`src/rtl/axis_tc.sv`:
```
// axis_tc: AXI-Stream egress traffic checker (sequence, tdest, latency stats).
// Optional tready backpressure LFSR enabled by AXIS_TC_BACKPRESSURE_EN.
module axis_tc #(
  parameter int COUNT_WIDTH = 32,
  parameter int TDEST = 0,
  parameter int TDATA_WIDTH = 512,
  parameter int TDEST_WIDTH = 2,
  parameter int TID_WIDTH = 2,
  parameter int LAT_WIDTH = 64,
  parameter logic [15:0] READY_SEED = 16'hB5A3
) (
  input  logic clk,
  input  logic rst,
  input  logic start,
  input  logic [COUNT_WIDTH-1:0] num_packets,
  input  logic [TDATA_WIDTH/2-1:0] ticks,
  input  logic [15:0] ready_load,
  output logic done,
  output logic [COUNT_WIDTH-1:0] recv_packets [2**TID_WIDTH],
  output logic [COUNT_WIDTH-1:0] seq_errors,
  output logic [COUNT_WIDTH-1:0] dest_errors,
  output logic [LAT_WIDTH-1:0] lat_sum,
  output logic [LAT_WIDTH-1:0] lat_max,
  input  logic axis_in_tvalid,
  output logic axis_in_tready,
  input  logic [TDATA_WIDTH-1:0] axis_in_tdata,
  input  logic axis_in_tlast,
  input  logic [TID_WIDTH-1:0] axis_in_tid,
  input  logic [TDEST_WIDTH-1:0] axis_in_tdest
);
  localparam int HALF = TDATA_WIDTH / 2;
  localparam int NSRC = 2 ** TID_WIDTH;

  typedef enum logic {IDLE, RUNNING} state_t;

  state_t state_q, state_d;
  logic [COUNT_WIDTH-1:0] total_q, total_d;
  logic [COUNT_WIDTH-1:0] recv_q [NSRC];
  logic [COUNT_WIDTH-1:0] recv_d [NSRC];
  logic [COUNT_WIDTH-1:0] exp_q [NSRC];
  logic [COUNT_WIDTH-1:0] exp_d [NSRC];
  logic [COUNT_WIDTH-1:0] seq_err_q, seq_err_d;
  logic [COUNT_WIDTH-1:0] dest_err_q, dest_err_d;
  logic [LAT_WIDTH-1:0] lat_sum_q, lat_sum_d;
  logic [LAT_WIDTH-1:0] lat_max_q, lat_max_d;

  logic bp_ok;
  logic unused_w;

`ifdef AXIS_TC_BACKPRESSURE_EN
  logic [15:0] lfsr_q, lfsr_d;

  always_comb begin
    lfsr_d = {lfsr_q[14:0],
              ~(lfsr_q[15] ^ lfsr_q[14] ^ lfsr_q[12] ^ lfsr_q[3])};
  end

  always_ff @(posedge clk) begin
    if (rst) lfsr_q <= READY_SEED;
    else     lfsr_q <= lfsr_d;
  end

  assign bp_ok = lfsr_q < ready_load;
  assign unused_w = ^{axis_in_tlast, axis_in_tdata};
`else
  assign bp_ok = 1'b1;
  assign unused_w = ^{axis_in_tlast, axis_in_tdata, ready_load, READY_SEED};
`endif

  logic [COUNT_WIDTH-1:0] seq;
  logic [HALF-1:0] diff;
  logic [LAT_WIDTH-1:0] lat;
  logic [LAT_WIDTH:0] sum_ext;
  logic hs;

  assign seq = axis_in_tdata[COUNT_WIDTH-1:0];
  assign diff = ticks - axis_in_tdata[TDATA_WIDTH-1:HALF];
  assign lat = LAT_WIDTH'(diff);
  assign sum_ext = {1'b0, lat_sum_q} + {1'b0, lat};

  // tready never looks at tvalid
  assign axis_in_tready = (state_q == RUNNING) &&
                          (total_q < num_packets) && bp_ok;
  assign hs = axis_in_tvalid && axis_in_tready;

  always_comb begin
    state_d = state_q;
    total_d = total_q;
    recv_d = recv_q;
    exp_d = exp_q;
    seq_err_d = seq_err_q;
    dest_err_d = dest_err_q;
    lat_sum_d = lat_sum_q;
    lat_max_d = lat_max_q;
    unique case (state_q)
      IDLE: begin
        if (start) begin
          state_d = RUNNING;
          total_d = '0;
          for (int i = 0; i < NSRC; i++) begin
            recv_d[i] = '0;
            exp_d[i] = '0;
          end
          seq_err_d = '0;
          dest_err_d = '0;
          lat_sum_d = '0;
          lat_max_d = '0;
        end
      end
      RUNNING: begin
        if (total_q >= num_packets) state_d = IDLE;
        if (hs) begin
          total_d = total_q + 1'b1;
          recv_d[axis_in_tid] = recv_q[axis_in_tid] + 1'b1;
          if (seq != exp_q[axis_in_tid])
            seq_err_d = seq_err_q + 1'b1;
          exp_d[axis_in_tid] = seq + 1'b1;
          if (axis_in_tdest != TDEST_WIDTH'(TDEST))
            dest_err_d = dest_err_q + 1'b1;
          lat_sum_d = sum_ext[LAT_WIDTH] ? '1 : sum_ext[LAT_WIDTH-1:0];
          if (lat > lat_max_q) lat_max_d = lat;
        end
      end
      default: state_d = IDLE;
    endcase
  end

  always_ff @(posedge clk) begin
    if (rst) begin
      state_q <= IDLE;
      total_q <= '0;
      for (int i = 0; i < NSRC; i++) begin
        recv_q[i] <= '0;
        exp_q[i] <= '0;
      end
      seq_err_q <= '0;
      dest_err_q <= '0;
      lat_sum_q <= '0;
      lat_max_q <= '0;
    end else begin
      state_q <= state_d;
      total_q <= total_d;
      recv_q <= recv_d;
      exp_q <= exp_d;
      seq_err_q <= seq_err_d;
      dest_err_q <= dest_err_d;
      lat_sum_q <= lat_sum_d;
      lat_max_q <= lat_max_d;
    end
  end

  assign done = (state_q == IDLE);
  assign recv_packets = recv_q;
  assign seq_errors = seq_err_q;
  assign dest_errors = dest_err_q;
  assign lat_sum = lat_sum_q;
  assign lat_max = lat_max_q;
endmodule
```
`config.mk`:
```
export PLATFORM = sky130hd
export DESIGN_NAME = axis_tc
export DESIGN_NICKNAME = d
export VERILOG_FILES = /design/src/rtl/axis_tc.sv
export SDC_FILE = /design/constraint.sdc
export NUM_CORES = 1
export LEC_CHECK = 0
export CORE_AREA = 2 2 449 451
export DETAILED_ROUTE_END_ITERATION = 6
export DIE_AREA = 0 0 451 453
export GPL_TIMING_DRIVEN = 0
export SYNTH_ARGS = -nofsm -noshare
export SYNTH_HDL_FRONTEND = slang
export SYNTH_SLANG_ARGS = --single-unit
```
`constraint.sdc`:
```
create_clock -name clk -period 16.5 [get_ports clk]
set_input_delay 2.475 -clock clk [delete_from_list [all_inputs] [get_ports clk]]
set_output_delay 2.475 -clock clk [all_outputs]
set_load 0.1 [all_outputs]
```
### Word level (Yosys, flattened, before mapping)

Index checks and enable logic that the tools add are counted.

* register bits: 481
* logic and storage cells: 76

* add/sub/neg operators: 7
* reduce and logical (&&, ||, !) cells: 8
* bitwise gates (word level): 2
* magnitude comparators: 5
* equality and inequality tests: 6
* muxes and demuxes: 34

Operator list (count)
* $pmux 128 s2: 2
* $mux 128: 3
* $mux 32: 11
* $mux 64: 5
* $bwmux 128: 2
* $pmux 64 s2: 2
* $pmux 32 s2: 3
* $add 32x1->32 const B: 5
* $bmux 32 s2: 2
* $add 64x64->65: 1
* $demux 32 s2: 1
* $gt 64x64->1: 1
* $sub 64x64->64: 1
* $ge 32x32->1: 1
* $lt 32x32->1: 1
* $ne 32x32->1: 1
* $reduce_and 3->1: 3
* $ne 2x1->1 const B: 4
* $ge 3x3->1 const B: 1
* $logic_and 1x1->1: 3
* $lt 3x1->1 const B: 1
* $not 2->3: 1
* $mux 1: 2
* $ne 2x2->1 const B: 1
* 4 further kinds: 4

### Longest topological paths before layout

Gate-level depths: netlist (run 1).

* depth after elaboration: 8
* depth in mapped cells: 27
* mapped depth without buffers: 25

### Worst setup path before layout (run 1)

No wires, ideal clock.

* path type: input -> output
* from: input port num_packets[9]
* to: output port axis_in_tready
* stages: 9
* arrival time: 6.065 ns
* required time: 14.025 ns
* setup slack: 7.960 ns
* cells stage by stage: inv_1 ha_1 a21o_1 a21o_1 a21oi_1 o21ai_0 a221oi_1 nor2_1 a211oi_1

* cells in the longest elaborated chain, start to end: 2

RTL lines
* from (decl): line 15 `input logic [COUNT_WIDTH-1:0] num_packets,`
* $lt 32x32->1: line 83 `(total_q < num_packets) && bp_ok;`
* $logic_and 1x1->1: line 82 `assign axis_in_tready = (state_q == RUNNING) &&`
* to (decl): line 25 `output logic axis_in_tready,`

Every way passes these cells.

### Worst setup path after layout (run 1)

* from: input port axis_in_tdata[256]
* to: register lat_max_q[17] (netlist: lat_max[17])

* cells in the longest elaborated chain, start to end: 4
* elaborated cells between the ends (all ways): 7
* those cells by class: 1 x add/sub; 1 x order compare; 1 x eq/ne; 3 x mux; 1 x reduce/logical

RTL lines
* from (decl): line 26 `input logic [TDATA_WIDTH-1:0] axis_in_tdata,`
* $sub 64x64->64 *: line 77 `assign diff = ticks - axis_in_tdata[TDATA_WIDTH-1:HALF];`
* $gt 64x64->1 / $mux 64 (equally long branches): line 121 `if (lat > lat_max_q) lat_max_d = lat;`
* $ne 2x1->1 (no source line) / $mux 64 (equally long branches)
* $reduce_and 3->1 (no source line) / $pmux 64 s2 (equally long branches)
* to (signal assigned): line 148 `lat_max_q <= lat_max_d;`
* to (decl): line 45 `logic [LAT_WIDTH-1:0] lat_max_q, lat_max_d;`

Mark *: on every way between the ends. The rest lies on a longest branch, timed or not. The select of a mux whose other input is x is not followed.
A chain may end at the register's enable or synchronous reset.

==> results.md, run 1 <==
* CTS resizes at 0
* FMAX at 94.5 MHz
* Die extent in y at 453 µm
* Least setup slack across all paths after layout at 5920 ps
* Area occupied by multi-input gates at 18500 µm²
* Type of the worst setup path: in -> reg
* Cell variety after synth at 83
* Post-synth top area cell: sky130_fd_sc_hd__dfxtp_1
* Placement-stage cell area at 38300 µm²
* Main synth FF type: sky130_fd_sc_hd__dfxtp_1
* Startpoint type of the worst setup path: input pin
* Summed area of non-filler cells in the final layout at 40400 µm²
* Worst Skew at 113 ps
* RSZ-0062 raised after global routing: no
* PortBufs at 515
* Worst Reg-to-Reg Cells at 14
* Power after layout at 3.63 mW
* Final Util at 0.203
* Hold-fix buffers, CTS at 0
* Endpoints failing hold at 0
* Pre-Repair DR Iteration Count at 6
* Combined flip-flop and latch cell area at 9630 µm²
* Classification of the worst-slack hold path: reg -> reg
* Std-Cell Rows at 164
* Vias after detailed routing at 29904
* Syn Area/Cell at 8.50 µm²
* CTS Sinks at 481
* Share of synthesized area occupied by flip-flops and latches at 0.323
* Via count of the first global-routing pass at 28974
* Largest stage delay, worst path at 1150 ps
* Register bit total from synthesis at 481
* Largest net degree at the start of global routing at 20
* Maximum count of clock buffers along a single path at 3
* Ranking of synthesized cells by area: sky130_fd_sc_hd__dfxtp_1, sky130_fd_sc_hd__ha_1, sky130_fd_sc_hd__a22o_1, sky130_fd_sc_hd__mux4_2, sky130_fd_sc_hd__xor2_1
* Worst-skew pair later-pin latency at 720 ps
* Final critical-path required period at 10580 ps
* Worst setup slack before clock tree synthesis at 5260 ps
* CP max stage cell: sky130_fd_sc_hd__nor4_1
* Final count of negative-setup-slack endpoints at 0
* Required arrival time at the worst endpoint at 17130 ps
* Post-synth EDFFs at 0
* Setup Buffers After CTS at 0
* Global-route wire length before repair at 211000 µm
* Number of instances in the synthesized netlist at 3505
* Leakage at 15.0 nW
* Measured slew at the worst slew-check pin at 1530 ps
* Area Growth Syn to Fin at 35.7%
* Mapped Area at 29800 µm²
* Max-cap violation count at 1
* Cell Pwr Density at 89.9 nW/µm²
* Clock tree from TritonCTS: built
* Run status: finished with violations
* Wirelength, routed at 149000 µm
* Worst EP arrival at 11210 ps
* Mean routed wirelength per cell at 22.0 µm
* CTS clock-pin slew for the worst setup and hold paths at 70 ps
* Yosys synthesis warning count at 0
* Antenna violations before repair at 26
* CP endpoint kind: flop
* Post-synth net total at 4560
* Hold Path Origin: exp_q[14]
* Final GP Congestion at 0.919
* Root buffer cell: sky130_fd_sc_hd__clkbuf_16
* Violation count after the first detailed-route iteration at 2400
* Critical register-to-register path startpoint: lat_max[28]
* Portion of synthesized cell area occupied by the leading cell type at 0.323
* Die boundary width at 451 µm
* Core box area at 199000 µm²
* Slew Limit Fails at 11
* Overall fraction of global-route tracks in use at 0.140
* Final antenna-violating net count at 0
* Detailed-route vias per instance at 4.41
* Worst R2R End: lat_max[17]
* CTS buffer count at 57
* Final-layout setup total negative slack at 0 ps
* Tcrit/Tclk final at 0.641
* Share of synthesized registers carrying an async set or reset at 0
* Worst VDD drop at 0.0919 mV
* Number of H-tree branching levels at 2
* Worst hold stages at 1
* Reg2reg setup slack at 10990 ps
* I/O pin cnt at 1147
* DRC viols at 0
* Final-stage net count at 5135
* Die outline area at 204000 µm²
* Layout cells sized above 1 at 0.0569
* Total gr overflow at 0
* Worst relative slew slack at -0.0230
* Number of filler instances in the final layout at 21893
* Starting utilization of the core area at 0.150
* Final HPWL DP at 123000 µm
* Failing checks: capacitance limit, slew limit
* Maximum fanout count along the critical path at 10
* Hold Path End: exp_q[14]
==> cell type report <==
type,count,area share
diodes,3,0.000186
plain buffers,206,0.0218
clock buffers,77,0.0406
clock inverters,29,0.0121
inverters,211,0.0196
multi-input cells,2607,0.457
flip-flops and latches,481,0.238
well taps,2656,0.0822
repair buffers,516,0.128
==> power breakdown <==
group,switching (mW),internal (mW)
sequential,0.0228,1.18
combinational,0.670,0.328
clock,0.587,0.846
==> worst max-delay path by stage <==
stage,startpoint,end,slack [ps]
after floorplan,num_packets[9],axis_in_tready,7960
after global placement,axis_in_tdata[256],lat_max[8],5340
after detailed placement,axis_in_tdata[256],lat_max[17],5260
after CTS,axis_in_tdata[256],lat_max[17],5980
after global routing,axis_in_tdata[256],lat_max[13],5630
final,axis_in_tdata[256],lat_max[17],5920
==> cell families after synthesis <==
| kind of cell | Yosys count | synth area share |
|---|---|---|
| multiplexers | 67 | 0.0497 |
| adder cells (fa/ha/maj) | 230 | 0.0971 |
| AND/OR/NAND/NOR | 1048 | 0.164 |
| XOR/XNOR | 271 | 0.0797 |
| flip-flops | 481 | 0.323 |
| AO/OA/AOI/OAI | 991 | 0.230 |
| buffers and inverters | 417 | 0.0562 |
==> critical path, delay by kind of cell <==
| family | cells | cell delay (ps) |
|---|---|---|
| AO/OA/AOI/OAI | 10 | 2880 |
| XOR/XNOR | 1 | 500 |
| adder cells (fa/ha/maj) | 3 | 920 |
| buffers and inverters | 4 | 2110 |
| AND/OR/NAND/NOR | 7 | 2260 |
==> flip-flops by register name (all words and copies together) (netlist names) <==
signal / count
dest_errors: 32
exp_q: 128
lat_max: 64
lat_sum: 64
recv_packets: 128
seq_errors: 32
state_q: 1
total_q: 32
==> layer usage <==
layer	wire length [µm]	up-vias	GRT usage	part of all wire
li1	-	13831	-	-
met1	59200	14584	0.168	0.40
met2	71800	1263	0.242	0.48
met3	12800	200	0.0371	0.086
met4	5060	26	0.0426	0.034
met5	150	-	0	0.0010
==> Yosys cell counts (all sizes together), types with 8 or more instances <==
| master | number |
|---|---|
| xor2 | 158 |
| a221oi | 71 |
| a21o | 114 |
| and2 | 18 |
| a211oi | 25 |
| a31oi | 19 |
| ha | 228 |
| o21a | 13 |
| a22o | 212 |
| nand2b | 28 |
| nor3 | 39 |
| o211ai | 11 |
| clkbuf | 166 |
| buf | 40 |
| and3 | 43 |
| xnor2 | 113 |
| o21ai | 154 |
| nor2 | 328 |
| nor4 | 14 |
| or3 | 39 |
| o31ai | 8 |
| nand3 | 83 |
| inv | 211 |
| dfxtp | 481 |
| a41oi | 8 |
| and4 | 13 |
| nand4 | 87 |
| o21bai | 16 |
| mux4 | 64 |
| a21oi | 280 |
| nand2 | 310 |
| nor2b | 25 |
==> per-stage QoR <==
step | hold slack, ps | instances
global route | 482 | 6783
floorplan | 437 | 3505
global placement | 451 | 6676
detailed placement | 449 | 6677
finish | 472 | 6786
CTS | 473 | 6783
==> cell usage in the layout, fill, tap and decap left out, types with 43 or more instances in the layout <==
cell type                         instances
sky130_fd_sc_hd__clkdlybuf4s50_1        514
sky130_fd_sc_hd__dfxtp_1                481
sky130_fd_sc_hd__nor2_1                 328
sky130_fd_sc_hd__nand2_1                309
sky130_fd_sc_hd__a21oi_1                273
sky130_fd_sc_hd__ha_1                   228
sky130_fd_sc_hd__a22o_1                 212
sky130_fd_sc_hd__inv_1                  210
sky130_fd_sc_hd__clkbuf_1               171
sky130_fd_sc_hd__xor2_1                 158
sky130_fd_sc_hd__o21ai_0                142
sky130_fd_sc_hd__a21o_1                 114
sky130_fd_sc_hd__xnor2_1                113
sky130_fd_sc_hd__nand4_1                 87
sky130_fd_sc_hd__nand3_1                 83
sky130_fd_sc_hd__a221oi_1                71
sky130_fd_sc_hd__mux4_2                  62
sky130_fd_sc_hd__clkbuf_16               57
sky130_fd_sc_hd__and3_1                  43
(Power assumes the default switching activity.)
==> run 2, diff against run 1 <==
clock period = 8.7 ns   (was 16.5 ns; I/O delays follow)
==> run 2 against run 1 <==
Net effect:
- the run still ends with capacitance limit, slew limit left
- cell area increased by 0.11%
- register-to-register slack got worse by 7000 ps
- hold slack improved by 1.5 ps
- critical path depth increased by 1
- sequential power increased by 90%
- global-route usage about the same
- via count decreased by 0.16%
- clock skew increased by 9.6 ps
- worst setup slack got worse by 5600 ps
- clock power increased by 90%
- flip-flop and latch count unchanged
- largest power group unchanged
- highest routed layer unchanged
==> results.md, run 2 (same netlist as run 1, synthesis figures left out) <==
* Clock tree from TritonCTS: built
* Least setup slack across all paths after layout at 346 ps
* Starting utilization of the core area at 0.150
* Maximum count of clock buffers along a single path at 3
* Measured slew at the worst slew-check pin at 1530 ps
* Wirelength, routed at 149000 µm
* Final Util at 0.203
* Final antenna-violating net count at 0
* Most common cell after layout, fill and taps aside: sky130_fd_sc_hd__clkdlybuf4s50_1
* Die outline area at 204000 µm²
* Vias after detailed routing at 29856
* Summed area of non-filler cells in the final layout at 40500 µm²
* Overall fraction of global-route tracks in use at 0.140
* Worst EP arrival at 8900 ps
* Placement-stage cell area at 38300 µm²
* Std-Cell Rows at 164
* Antenna violations before repair at 26
* Violation count after the first detailed-route iteration at 2417
* CTS buffer count at 57
* Core box area at 199000 µm²
* Maximum fanout count along the critical path at 10
* Failing checks: capacitance limit, slew limit
* Via count of the first global-routing pass at 28977
* Required arrival time at the worst endpoint at 9250 ps
* Global-route wire length before repair at 211000 µm
* Worst-skew pair later-pin latency at 740 ps
* RSZ-0062 raised after global routing: no
* Relative contribution of combinational cells to total power at 0.275
* CP endpoint kind: flop
* Worst VDD drop at 0.172 mV
* Final instance count without filler cells at 6786
* Die extent in y at 453 µm
* Reg2reg setup slack at 4020 ps
* Worst Skew at 123 ps
* Mean routed wirelength per cell at 22.0 µm
* Worst relative slew slack at -0.0192
* Tcrit/Tclk final at 0.960
* Final critical-path required period at 8350 ps
* Pre-Repair DR Iteration Count at 6
* Area Growth Syn to Fin at 35.8%
* Type of the worst setup path: in -> reg
* Power Internal at 4.47 mW
* Cell Pwr Density at 170 nW/µm²
* Power after layout at 6.90 mW
* FMAX at 120 MHz
* Die boundary width at 451 µm
* Net switching fraction of the power at 0.352
* Root buffer cell: sky130_fd_sc_hd__clkbuf_16
* Leakage at 15.0 nW
* Power share of the sequential group at 0.331
* Final count of negative-setup-slack endpoints at 0
* Final GP Congestion at 0.919
* Worst slack on hold paths at 474 ps
* Final-stage net count at 5135
* Endpoints failing hold at 0
* Final-layout setup total negative slack at 0 ps
* Max-cap violation count at 1
* Number of H-tree branching levels at 2
* CTS clock-pin slew for the worst setup and hold paths at 70 ps
* Detailed-route vias per instance at 4.40
* Slew Limit Fails at 11
* PortBufs at 515
* Proportion of power drawn by the clock network at 0.394
* Worst setup slack before clock tree synthesis at -1370 ps
* DRC viols at 0
* Classification of the worst-slack hold path: reg -> reg
* Cell Count Post-Placement at 6677
* Switch Pwr at 2.43 mW
* Highest-count cells in the layout ignoring fill and taps: sky130_fd_sc_hd__clkdlybuf4s50_1, sky130_fd_sc_hd__dfxtp_1, sky130_fd_sc_hd__nor2_1
* CTS Sinks at 481
* Run status: finished with violations
* I/O pin cnt at 1147
* Startpoint type of the worst setup path: input pin
* Setup Buffers After CTS at 0
* Largest net degree at the start of global routing at 20
* Final HPWL DP at 123000 µm
* Total gr overflow at 0
* Layout cells sized above 1 at 0.0586
run 2: layout make-up:
type,count,area [µm²]
diodes,3,7.51
repair buffers,516,5170
plain buffers,206,887
fillers,21887,159000
clock inverters,29,489
well taps,2656,3320
flip-flops and latches,481,9630
multi-input cells,2607,18500
clock buffers,77,1640
inverters,211,792
run 2: worst paths after layout:
path              startpoint     endpoint  cells after the start
hold reg to reg    exp_q[10]    exp_q[10]                      1
setup / recovery   ticks[16]  lat_max[59]                     26
setup reg to reg  total_q[5]    exp_q[19]                     12
hold / removal     exp_q[10]    exp_q[10]                      1
run 2: metal layers:
metal  part of all wire  up-vias  wire length [µm]  global-route usage
li1                   -    13837                 -                   -
met1               0.40    14586             59400               0.168
met2               0.48     1205             72000               0.242
met3              0.085      202             12600              0.0371
met4              0.033       26              4970              0.0426
met5            0.00097        -               144                   0
run 2: power groups by stage:
stage                     Combinational [mW]  Sequential, mW  Clock (mW)
after detailed placement                1.88            2.33           0
after global placement                  1.86            2.33           0
final                                   1.90            2.28        2.72
after global routing                    2.06            2.28        2.84
after CTS                               1.89            2.28        2.75
after floorplan                         1.05            2.51           0
run 2: repair_timing:
| item | 4_1_cts | 5_1_grt |
|---|---|---|
| resized for setup | 6 | 6 |
| hold buffers | 0 | 0 |
| endpoints found under the setup margin | 64 | 74 |
run 2: critical path: stages:
cell and delay (ps):
sky130_fd_sc_hd__clkdlybuf4s50_1 550, sky130_fd_sc_hd__ha_1 350, sky130_fd_sc_hd__clkbuf_1 300, sky130_fd_sc_hd__nand2_1 140, sky130_fd_sc_hd__o21ai_0 360, sky130_fd_sc_hd__nand2b_1 170, sky130_fd_sc_hd__a41oi_1 160, sky130_fd_sc_hd__nor3_1 700
sky130_fd_sc_hd__a41oi_2 370, sky130_fd_sc_hd__nor3_1 400, sky130_fd_sc_hd__nand4bb_1 200, sky130_fd_sc_hd__a41oi_2 120, sky130_fd_sc_hd__xnor2_1 360, sky130_fd_sc_hd__ha_1 320, sky130_fd_sc_hd__a21o_1 160, sky130_fd_sc_hd__a21o_1 170
sky130_fd_sc_hd__a21oi_1 240, sky130_fd_sc_hd__o211ai_1 130, sky130_fd_sc_hd__a21oi_1 270, sky130_fd_sc_hd__o221ai_1 250, sky130_fd_sc_hd__a21oi_1 320, sky130_fd_sc_hd__nor3b_1 120, sky130_fd_sc_hd__clkbuf_2 320, sky130_fd_sc_hd__nor2_4 440
sky130_fd_sc_hd__clkbuf_1 420, sky130_fd_sc_hd__a22o_1 220
